$ cat src/rtl/uart_pkg.sv
// Shared constants for the UART blocks: state encoding, LED codes and the
// oversampling tick divisor.
package uart_pkg;

  typedef enum logic [2:0] {
    IDLE       = 3'd0,
    START      = 3'd1,
    DATA       = 3'd2,
    STOP       = 3'd3,
    BREAK_WAIT = 3'd4
  } rx_state_t;

  localparam logic [2:0] LED_IDLE  = 3'b001;
  localparam logic [2:0] LED_START = 3'b010;
  localparam logic [2:0] LED_DATA  = 3'b011;
  localparam logic [2:0] LED_STOP  = 3'b100;
  localparam logic [2:0] LED_BREAK = 3'b111;

  localparam int OVERSAMPLE = 16;

  function automatic int calc_div(input int clk_freq, input int baud);
    int d;
    d = clk_freq / (OVERSAMPLE * baud);
    return (d < 1) ? 1 : d;
  endfunction

endpackage

$ cat src/rtl/baud_tick_gen.sv
// Oversampling tick generator: one-clock tick every DIV clocks, held at zero
// while clear is high so the first tick lands DIV clocks after release.
module baud_tick_gen #(
  parameter int DIV = 1
) (
  input  logic clk,
  input  logic rst,
  input  logic clear,
  output logic tick
);

  localparam int W = (DIV > 1) ? $clog2(DIV) : 1;
  localparam logic [W-1:0] LAST = W'(DIV - 1);

  logic [W-1:0] cnt;

  always_ff @(posedge clk or negedge rst) begin
    if (!rst)                      cnt <= '0;
    else if (clear || cnt == LAST) cnt <= '0;
    else                           cnt <= cnt + W'(1);
  end

  assign tick = !clear && (cnt == LAST);

endmodule

$ cat src/rtl/uart_rx.sv
// 8N1 UART receiver with 16x oversampling; mid-bit sampling, one-clock
// rxrdy / frame_err strobes.
//   state      | meaning
//   IDLE       | waiting for a high-to-low transition on the line
//   START      | timing to mid start bit to reject glitches
//   DATA       | sampling 8 data bits, LSB first
//   STOP       | checking the stop bit at mid bit
//   BREAK_WAIT | line stuck low after a bad stop bit; wait for high
module uart_rx
  import uart_pkg::*;
#(
  parameter int CLK_FREQ = 50_000_000,
  parameter int BAUD     = 115200
) (
  input  logic       clk,
  input  logic       rst,
  input  logic       rx,
  output logic [7:0] rx_data,
  output logic       rxrdy,
  output logic       frame_err,
  output logic [2:0] rx_leds
);

  localparam int DIV = calc_div(CLK_FREQ, BAUD);

  rx_state_t  state, state_nxt;
  logic       rx_s1, rx_s2, rx_prev;
  logic [3:0] os_cnt;
  logic [2:0] bit_cnt;
  logic [7:0] shift;
  logic       tick, tick_clr, fall;
  logic       os_clr, bit_clr, shift_en, load, err;

  // Synchronizer resets low so a line held low through reset never looks like a start.
  always_ff @(posedge clk or negedge rst) begin
    if (!rst) begin
      rx_s1   <= 1'b0;
      rx_s2   <= 1'b0;
      rx_prev <= 1'b0;
    end else begin
      rx_s1   <= rx;
      rx_s2   <= rx_s1;
      rx_prev <= rx_s2;
    end
  end

  assign fall     = rx_prev & ~rx_s2;
  assign tick_clr = (state == IDLE);

  baud_tick_gen #(.DIV(DIV)) u_tick (
    .clk   (clk),
    .rst   (rst),
    .clear (tick_clr),
    .tick  (tick)
  );

  always_comb begin
    state_nxt = state;
    os_clr    = 1'b0;
    bit_clr   = 1'b0;
    shift_en  = 1'b0;
    load      = 1'b0;
    err       = 1'b0;
    rx_leds   = LED_IDLE;
    case (state)
      IDLE: begin
        rx_leds = LED_IDLE;
        if (fall) begin
          state_nxt = START;
          os_clr    = 1'b1;
        end
      end
      START: begin
        rx_leds = LED_START;
        if (tick && os_cnt == 4'd7) begin
          if (!rx_s2) begin
            state_nxt = DATA;
            os_clr    = 1'b1;
            bit_clr   = 1'b1;
          end else begin
            state_nxt = IDLE;
          end
        end
      end
      DATA: begin
        rx_leds = LED_DATA;
        if (tick && os_cnt == 4'd15) begin
          shift_en = 1'b1;
          if (bit_cnt == 3'd7) state_nxt = STOP;
        end
      end
      STOP: begin
        rx_leds = LED_STOP;
        if (tick && os_cnt == 4'd15) begin
          load      = rx_s2;
          err       = ~rx_s2;
          state_nxt = rx_s2 ? IDLE : BREAK_WAIT;
        end
      end
      BREAK_WAIT: begin
        rx_leds = LED_BREAK;
        if (rx_s2) state_nxt = IDLE;
      end
      default: state_nxt = IDLE;
    endcase
  end

  always_ff @(posedge clk or negedge rst) begin
    if (!rst) begin
      state     <= IDLE;
      os_cnt    <= '0;
      bit_cnt   <= '0;
      shift     <= '0;
      rx_data   <= '0;
      rxrdy     <= 1'b0;
      frame_err <= 1'b0;
    end else begin
      state <= state_nxt;
      if (os_clr)    os_cnt <= '0;
      else if (tick) os_cnt <= os_cnt + 4'd1;
      if (bit_clr)       bit_cnt <= '0;
      else if (shift_en) bit_cnt <= bit_cnt + 3'd1;
      if (shift_en) shift <= {rx_s2, shift[7:1]};
      if (load)     rx_data <= shift;
      rxrdy     <= load;
      frame_err <= err;
    end
  end

endmodule

$ cat config.mk
export PLATFORM = sky130hd
export DESIGN_NAME = uart_rx
export DESIGN_NICKNAME = d
export VERILOG_FILES = /design/src/rtl/uart_pkg.sv /design/src/rtl/baud_tick_gen.sv /design/src/rtl/uart_rx.sv
export SDC_FILE = /design/constraint.sdc
export NUM_CORES = 1
export LEC_CHECK = 0
export ABC_AREA = 1
export CORE_ASPECT_RATIO = 0.7
export CORE_MARGIN = 2
export CORE_UTILIZATION = 30
export CTS_CLUSTER_DIAMETER = 30
export DETAILED_ROUTE_END_ITERATION = 8
export PLACE_DENSITY = 0.54
export REMOVE_ABC_BUFFERS = 1
export SLEW_MARGIN = 5
export SYNTH_ARGS = -nofsm -noshare
export SYNTH_HDL_FRONTEND = slang
export SYNTH_SLANG_ARGS = --single-unit
$ cat constraint.sdc
create_clock -name clk -period 1.4 [get_ports clk]
set_input_delay 0.21 -clock clk [delete_from_list [all_inputs] [get_ports clk]]
set_output_delay 0.21 -clock clk [all_outputs]
set_load 0.02 [all_outputs]
== After elaboration in Yosys (flattened, before gate mapping) ==
Cells that the tools add are included.
Word-level totals
  register bits after elaboration: 36
  bits in latches: 0
  RAM bits: 0
  bits in read-only memories: 0
  bits of input ports: 3
  output and inout port bits: 13
  logic and storage cells: 65
  memories: 0
Operators by class
  add/sub/neg operators: 3
  multiply operators: 0
  div/mod/pow operators: 0
  magnitude comparators: 0
  equality and inequality tests: 14
  shift-type cells: 0
  muxes and demuxes: 26
  bitwise operators: 2
  reductions and logical operators: 9
Operator list (number)
  2-to-1 mux 3 bit: 9
  one-hot mux 3 bit (5 select lines): 1
  inequality test 2 bit (second input constant): 6
  one-hot mux 3 bit (4 select lines): 1
  2-to-1 mux 1 bit: 10
  2-to-1 mux 4 bit: 2
  == test 3 x 2 -> 1 bit (second input constant): 2
  == test 3 bit (second input constant): 2
  AND reduction 6 bit: 1
  adder 5 x 1 -> 5 bit (second input constant): 1
  == test 5 bit (second input constant): 1
  2-to-1 mux 5 bit: 1
  adder 4 x 1 -> 4 bit (second input constant): 1
  == test 4 x 3 -> 1 bit (second input constant): 1
  == test 4 bit (second input constant): 1
  nonzero test 2 bit: 2
  adder 3 x 1 -> 3 bit (second input constant): 1
  == test 3 x 1 -> 1 bit (second input constant): 1
  logical AND 1 bit: 3
  logical NOT 3 bit: 1
  2-to-1 mux 2 bit: 1
  one-hot mux 1 bit (2 select lines): 1
  bitwise AND 1 bit: 1
  logical NOT 1 bit: 1
  2 further kinds: 2

== Logic depth before layout (Yosys ltp) ==
Gate-level depths: netlist of run 1.
  depth after elaboration: 8
  depth in mapped cells: 10
  mapped depth without buffers: 10

== By module ==
From an unflattened synthesis of run 1, not the netlist that was laid out.
Unflattened totals
  cells, all modules: 184
  area total of the unflattened synthesis: 1675.4 um^2
Modules (own cells, without submodules)
  uart_rx: instances 1, cells an instance 153, area an instance 1415.1 um^2, seq. area each 775.7 um^2
  baud_tick_gen: instances 1, cells an instance 31, area an instance 260.2 um^2, seq. area each 125.1 um^2

== Worst setup path after synthesis of run 1 ==
No wires, ideal clock.
  path kind: flip-flop to flip-flop
  start point: register u_tick.cnt[0]
  end point: register bit_cnt[1]
  setup time: 0.118 ns
  arrival time: 1.320 ns
  required time: 1.282 ns
  setup slack: -0.038 ns
  cell stages (with the launch flop): 11
  path buffers: 1
  clock period less this slack: 1.438 ns
  cells stage by stage: dfrtp_1 > inv_1 > ha_1 > nand2_1 > nor2_4 > nand3_4 > nor2_4 > inv_2 > buf_6 > nand3_1 > nand2_1
Between the ends
  cells in the longest elaborated chain, start to end: 6
  elaborated cells on any way between the ends: 10
  classes of those cells: 1 x eq/ne; 5 x mux; 4 x reduce/logical
Ends and longest elaborated chain
  from (decl): RTL line baud_tick_gen.sv:15  | logic [W-1:0] cnt;
  from (signal assigned): RTL line baud_tick_gen.sv:20  | else cnt <= cnt + W'(1);
  == test 5 bit *: RTL line baud_tick_gen.sv:23  | assign tick = !clear && (cnt == LAST);
  logical AND 1 bit *: RTL line baud_tick_gen.sv:23
  logical AND 1 bit (on tied branches): RTL line uart_rx.sv:75, uart_rx.sv:87
  2-to-1 mux 1 bit (on tied branches): RTL line uart_rx.sv:75, uart_rx.sv:87
  2-to-1 mux 1 bit: RTL line uart_rx.sv:65  | case (state)
  2-to-1 mux 3 bit or nonzero test 2 bit (tied branches)
  to (signal assigned): RTL line uart_rx.sv:122  | else if (shift_en) bit_cnt <= bit_cnt + 3'd1;
  to (decl): RTL line uart_rx.sv:29  | logic [2:0] bit_cnt;
Mark *: on every way between the ends. The rest lies on a longest branch, timed or not.
A chain may end at the register's enable or synchronous reset.

== Final worst setup path of run 1 ==
  start point: register u_tick.cnt[0]
  end point: register bit_cnt[0]
The elaborated chain is that of the path after synthesis.

==> run summary, run 1 <==
Die area - 6150 um2
Area of the core - 5290 um2
Failing checks - setup timing
Final hold vios - 0
Nets - 240
Largest fanout on the critical path - 6
Die H - 66.2 um
Routed WL per cell - 10.7 um
Final worst path period share - 105%
Via count - 1,307
Yosys top cell by area - dfrtp_1
Layout area overhead - 35.0%
CTS sink cnt - 36
DRC Markers - 0
# H-tree levels - 2
Share of layout cells above drive strength 1 - 31.3%
Total Neg Setup Slack - -1.29 ns
GR Overflow Total - 0
Worst vdd ir - 458 uV
#FFs+latches synth - 36
1st-pass router iterations - 4
TritonCTS buffer count - 5
Buffers on Ports - 15
Tightest Pin Transition - 0.470 ns
Post-synth top cells - nand2_1 (63), dfrtp_1 (36), nor2_1 (11)
Hold WC Path Type - flip-flop to flip-flop
Max-slew headroom - 68.6%
Post-Syn Area - 1660 um2
Routability congestion estimate - 0.723
Syn Area/Cell - 9.07 um2
Worst setup EP type - flip-flop
CTS tree - yes
Ys async rst share - 100%
Vias per inst - 4.29
Yosys warning total - 0
Final setup fails - 26
Ys flop type - dfrtp_1
Top-count cell post-synth - nand2_1
Number of diodes - 0
Peak Freq - 678 MHz
# Max-Cap Violations - 0
Min Tclk post-route - 1.47 ns
RSZ-0062 raised after global routing - true
Post-synth EDFFs - 0
Top-area cell type share of the netlist area - 54.3%
GRT Resource Usage Total - 12.6%
DRT Wirelength - 3270 um
Startpoint Class - flip-flop
First-pass GRT wire length - 6120 um
Status - finished with violations
Vias in the first global route - 1,348
CP required - 1.63 ns
Starting Density - 31.4%
Post-Syn Instances - 183
Row Count - 22
Root Buffer - clkbuf_8
Ports - 16
Largest net degree at the start of global routing - 37
Top cells by area, synth - dfrtp_1 (54%), nand2_1 (14%), ha_1 (3.8%), nand3_1 (2.7%), o21ai_1 (2.7%)
Data arrival, critical path - 1.70 ns
Clk_lat worst skew - 0.29 ns
Final Worst Setup Slack - -0.0740 ns
Initial DRC Count - 68
Fin Hold WS - 0.348 ns
ANT nets after route - 0
Slew Viols, Final - 0
Skew final - 0.00944 ns
Max Buffers Root-to-Sink - 2
Clk slew on worst S/H paths - 0.07 ns
Critical path type - flip-flop to flip-flop
Synth cell types - 24
Sequential area share after synthesis - 54.3%
Chip width - 92.9 um
P per Cell Area - 1320 nW/um2
Final HPWL DP - 2340 um
Initial antenna violation count - 0
Leak pwr - 1.18 nW
==> flip-flops by register name (all words and copies together), names as in the netlist, 3 cells and up <==
name / flops
state: 3
os_cnt: 4
bit_cnt: 3
u_tick.cnt: 5
rx_data: 8
shift: 8
==> cell type report <==
class / instances / area, um2
clock inverter: 2 / 10.0
multi-input combinational: 129 / 731
clock buffer: 6 / 82.6
tap: 72 / 90.1
inverter: 15 / 58.8
sequential: 36 / 903
fill: 539 / 3040
timing repair buffer: 45 / 365
==> kinds of logic (layout without fill, tap and decap cells) <==
group                      count (synthesis)  count (layout)  synth area share [%]
AOI/OAI and AO/OA                         16              16                  5.27
xor gates and xnor gates                   4               4                  2.11
adders and majority gates                  5               5                  3.77
buffers and inverters                     18              68                  4.82
DFF                                       36              36                  54.3
and+or+nand+nor                          104             104                  29.8
==> through the flow <==
| stage | instances | setup slack (ns) | power (mW) | cell area (um2) | utilization (%) |
|---|---|---|---|---|---|
| floorplan | 180 | -0.175 | 1.69 | 1640 | - |
| global placement | 294 | -0.185 | 2.14 | 2070 | 39.3 |
| detailed placement | 294 | -0.209 | 2.14 | 2070 | 39.3 |
| CTS | 305 | -0.113 | 2.96 | 2220 | 42.0 |
| global route | 305 | -0.231 | 3.17 | 2240 | 42.4 |
| finish | 305 | -0.0740 | 2.96 | 2240 | 42.4 |
==> power breakdown <==
group | internal, mW | leakage [nW] | total [mW] | switching, mW
clock network | 0.393 | 0.0510 | 0.755 | 0.362
logic | 0.465 | 0.642 | 1.02 | 0.552
registers | 1.12 | 0.486 | 1.19 | 0.0651
total | 1.98 | 1.18 | 2.96 | 0.980
==> layer usage <==
| metal | wire [um] | global-route usage (%) |
|---|---|---|
| met5 | 0 | 0 |
| met4 | 0 | 2.76 |
| met3 | 124 | 3.42 |
| met2 | 1440 | 20.2 |
| met1 | 1710 | 17.2 |
==> layout by cell type, fill, tap and decap left out, drive strengths merged <==
cell type,synthesis,routed
a21oi,3,3
buf,3,32
clkbuf,0,7
clkdlybuf4s50,0,1
clkinv,0,2
dfrtp,36,36
dlygate4sd2,0,10
dlygate4sd3,0,1
ha,5,5
inv,15,15
nand2,67,67
nand3,10,10
nand3b,2,2
nand4,5,5
nor2,19,19
o21ai,13,13
or2,1,1
xnor2,1,1
xor2,3,3
==> worst paths after layout <==
kind                       cells after the start  slack, ns          start         end
min in group asynchronous                      3       0.49            rst       rxrdy
max                                            9      -0.07  u_tick.cnt[0]  bit_cnt[0]
max in group asynchronous                      3       0.53            rst    state[0]
max reg2reg                                    9      -0.07  u_tick.cnt[0]  bit_cnt[0]
min reg2reg                                    0       0.35          rx_s1       rx_s2
min                                            0       0.35          rx_s1       rx_s2
==> worst max-delay path, stage by stage, from the launching register on <==
cell	delay, ns
dfrtp_1	0.38
inv_1	0.06
ha_1	0.15
nand2_2	0.07
nor2_4	0.16
nand3_4	0.16
nor2_4	0.16
buf_4	0.15
nand3b_1	0.07
nand2_1	0.06
==> repair_timing <==
| action | CTS | global route |
|---|---|---|
| hold buffers | 1 | 0 |
| endpoints found under the hold margin | 36 | 0 |
| pin swaps | 3 | 6 |
| setup endpoints to repair | 39 | 31 |
| gates resized for setup | 37 | 8 |
| setup buffers | 2 | 0 |
No activity file was read; power rests on OpenSTA's default activity.
==> inputs of run 2 (changes only) <==
ABC_AREA = 0   (was 1)
SYNTH_HIERARCHICAL = 1   (was unset)
==> run 2 against run 1 <==
  * The flow still finishes with violations (setup timing)
  * Area after synthesis down 0.98%
  * Register-to-register slack worse by 0.39 ns
  * Flip-flop and latch count unchanged
  * Fmax fell by 21%
  * Clock skew grew 0.0021 ns
  * Combinational power shrank 56%
  * Total power fell by 20%
  * Sequential power decreased by 3%
  * Cell count down 17%
  * Critical path type unchanged
==> run summary, run 2 <==
RSZ-0062 raised after global routing - true (unchanged)
Critical path's top delay family - simple AND/OR/NAND/NOR gates (unchanged)
CP startpoint - u_tick/cnt[0] (was u_tick.cnt[0])
P per Cell Area - 1010 nW/um2 (was 1320 nW/um2)
Critical path type - flip-flop to flip-flop (unchanged)
Top cells by area, synth - dfrtp_1 (55%), mux2_4 (7.3%), mux2_2 (6.2%), ha_1 (3.8%), xnor2_1 (2.1%) (was dfrtp_1 (54%), nand2_1 (14%), ha_1 (3.8%), nand3_1 (2.7%), o21ai_1 (2.7%))
#FFs+latches synth - 36 (unchanged)
Top-area cell type share of the netlist area - 54.8% (was 54.3%)
R2R setup slack - -0.46 ns (was -0.07 ns)
Row Count - 22 (unchanged)
Yosys warning total - 6 (was 0)
Worst setup endpoint - shift[6] (was bit_cnt[0])
Post-synth top cells - dfrtp_1 (36), mux2_2 (9), mux2_4 (8) (was nand2_1 (63), dfrtp_1 (36), nor2_1 (11))
Most frequent cells in the layout - dfrtp_1 (35), buf_4 (33), dlygate4sd2_1 (10), buf_6 (10), mux2_2 (9) (was nand2_1 (62), dfrtp_1 (34), buf_4 (27))
Peak Freq - 537 MHz (was 678 MHz)
Data arrival, critical path - 2.04 ns (was 1.70 ns)
Startpoint Class - flip-flop (unchanged)
Initial antenna violation count - 0 (unchanged)
Die H - 65.9 um (was 66.2 um)
Bufs and invs on worst path - 1 (was 2)
Buffers on Ports - 15 (unchanged)
Final Worst Setup Slack - -0.463 ns (was -0.0740 ns)
Initial DRC Count - 38 (was 68)
Routed WL per cell - 14.0 um (was 10.7 um)
CTS tree - yes (unchanged)
RR Startpoint - u_tick/cnt[0] (was u_tick.cnt[0])
Number of diodes - 0 (unchanged)
GR Overflow Total - 0 (unchanged)
ANT nets after route - 0 (unchanged)
Worst vdd ir - 333 uV (was 458 uV)
Largest fanout on the critical path - 5 (was 6)
Max-slew headroom - 77.9% (was 68.6%)
Leak pwr - 1.17 nW (was 1.18 nW)
Final hold vios - 0 (unchanged)
Post-Syn Area - 1640 um2 (was 1660 um2)
Nets - 187 (was 240)
Syn Area/Cell - 13.5 um2 (was 9.07 um2)
Design area - 2350 um2 (was 2240 um2)
Skew final - 0.0115 ns (was 0.00944 ns)
Area after DPL - 2040 um2 (was 2070 um2)
Largest net degree at the start of global routing - 37 (unchanged)
# H-tree levels - 2 (unchanged)
Yosys top cell by area - dfrtp_1 (unchanged)
Layout area overhead - 42.9% (was 35.0%)
Chip width - 92.5 um (was 92.9 um)
Share of layout cells above drive strength 1 - 52.2% (was 31.3%)
Final core utilization - 44.7% (was 42.4%)
Clk_lat worst skew - 0.29 ns (about the same)
Sequential area share after synthesis - 54.8% (was 54.3%)
Vias per inst - 4.59 (was 4.29)
Critical-path cell list - inv_1 > ha_1 > and4b_1 > nor2b_4 > and3_4 > and3_2 > mux2_2 (was inv_1 > ha_1 > nand2_2 > nor2_4 > nand3_4 > nor2_4 > buf_4 > nand3b_1 > nand2_1)
Design Power - 2.36 mW (was 2.96 mW)
Post-Syn Instances - 122 (was 183)
Synth cell types - 39 (was 24)
Hold WC Path Type - primary input to asynchronous set/reset pin (was flip-flop to flip-flop)
Failing checks - setup timing (unchanged)
Slowest CP cell - dfrtp_1 (unchanged)
# Max-Cap Violations - 0 (unchanged)
Top-count cell post-synth - dfrtp_1 (was nand2_1)
Hold Buf Count CTS - 0 (was 1)
TritonCTS buffer count - 5 (unchanged)
FF-to-FF End - shift[6] (was bit_cnt[0])
Root Buffer - clkbuf_8 (unchanged)
Ports - 16 (unchanged)
DRC Markers - 0 (unchanged)
Final worst path period share - 133% (was 105%)
Tightest Pin Transition - 0.326 ns (was 0.470 ns)
Starting Density - 31.3% (was 31.4%)
Via count - 1,157 (was 1,307)
R2R depth - 7 (was 9)
Slew Viols, Final - 0 (unchanged)
Status - finished with violations (unchanged)
Worst setup EP type - flip-flop (unchanged)
Post-synth EDFFs - 0 (unchanged)
Ys flop type - dfrtp_1 (unchanged)
Ys async rst share - 100% (unchanged)
Min Tclk post-route - 1.86 ns (was 1.47 ns)
Routability congestion estimate - 0.749 (was 0.723)
Commonest non-fill, non-tap cell in the layout - dfrtp_1 (was nand2_1)
Max Buffers Root-to-Sink - 2 (unchanged)
Final HPWL DP - 2290 um (was 2340 um)
DRT Wirelength - 3530 um (was 3270 um)
Levels on crit path - 7 (was 9)
GRT Resource Usage Total - 12.3% (was 12.6%)
Area of the core - 5260 um2 (was 5290 um2)
Top flop regs - rx_data: 8 flops, shift: 8 flops, u_tick/cnt: 5 flops (was rx_data: 8 flops, shift: 8 flops, u_tick.cnt: 5 flops)
Clk slew on worst S/H paths - 0.08 ns (was 0.07 ns)
CTS sink cnt - 36 (unchanged)
Die area - 6100 um2 (was 6150 um2)
Vias in the first global route - 1,179 (was 1,348)
First-pass GRT wire length - 5790 um (was 6120 um)
CP required - 1.57 ns (was 1.63 ns)
Max stage delay on crit path - 0.37 ns (was 0.38 ns)
1st-pass router iterations - 4 (unchanged)
Final setup fails - 31 (was 26)
[run 2: stage by stage]
stage / worst slack (ns) / hold slack [ns] / setup TNS (ns) / cells
2_1_floorplan: -0.953 / -0.0856 / -20.65 / 115
3_3_place_gp: -0.526 / 0.338 / -12.38 / 229
3_5_place_dp: -0.571 / 0.336 / -13.61 / 229
4_1_cts: -0.460 / 0.290 / -10.24 / 248
5_1_grt: -0.527 / 0.311 / -12.72 / 252
6_report: -0.463 / 0.278 / -10.33 / 252
[run 2: area by class of cell]
| class | instances | area (um2) |
|---|---|---|
| sequential | 36 | 902 |
| fill | 477 | 2910 |
| tap | 72 | 90.1 |
| inverter | 4 | 15.0 |
| multi-input combinational | 76 | 762 |
| timing repair buffer | 56 | 488 |
| clock buffer | 6 | 82.6 |
| clock inverter | 2 | 10.0 |
[run 2: worst min path at each step]
stage | cells past startpoint | startpoint | to | slack (ns)
detailed placement | 0 | rx_s1 | rx_s2 | 0.34
global route | 2 | rst | frame_err | 0.31
CTS | 2 | rst | frame_err | 0.29
finish | 2 | rst | frame_err | 0.28
global placement | 0 | rx_s1 | rx_s2 | 0.34
floorplan | 0 | rst | bit_cnt[0] | -0.09
[run 2: cells by family (layout without fill, tap and decap cells)]
| logic type | count (synthesis) | count (layout) | share of synthesized area [%] |
|---|---|---|---|
| adders and majority gates | 5 | 5 | 3.81 |
| muxes | 18 | 18 | 14.1 |
| AOI/OAI and AO/OA | 15 | 15 | 6.55 |
| DFF | 36 | 36 | 54.8 |
| and+or+nand+nor | 31 | 32 | 12.9 |
| buffers and inverters | 11 | 68 | 4.72 |
| xor gates and xnor gates | 6 | 6 | 3.20 |
[run 2: power by group]
group	switching (mW)	total (mW)	internal (mW)
Sequential	0.0382	1.15	1.11
Clock	0.370	0.763	0.393
Combinational	0.221	0.449	0.227
[run 2: timing repair]
| item | in CTS | in global routing |
|---|---|---|
| gates resized for setup | 41 | 19 |
| gates cloned | 1 | 0 |
| setup buffers | 11 | 6 |
| setup endpoints to repair | 41 | 32 |
| pin swaps | 10 | 7 |
[run 2: worst register-to-register path: stages (launching register included)]
cell and delay (ns):
dfrtp_1 0.37, inv_1 0.06, ha_1 0.13, and4b_1 0.21, nor2b_4 0.15, and3_4 0.22, and3_2 0.27, mux2_2 0.35
[run 2: per-layer routing]
layer  vias to the layer above  share of wire [%]  GRT usage, %
met4                         0                1.4          4.85
met2                        18                 46          18.2
met5                         -                  0             0
met3                         7                3.1          2.85
met1                       579                 49          17.4
li1                        553                  -             -
==> inputs of run 3 (changes only) <==
HOLD_SLACK_MARGIN = 0.05   (was unset)
==> results of run 3 <==
Final layout, timing and power as in run 2 (identical DEF).
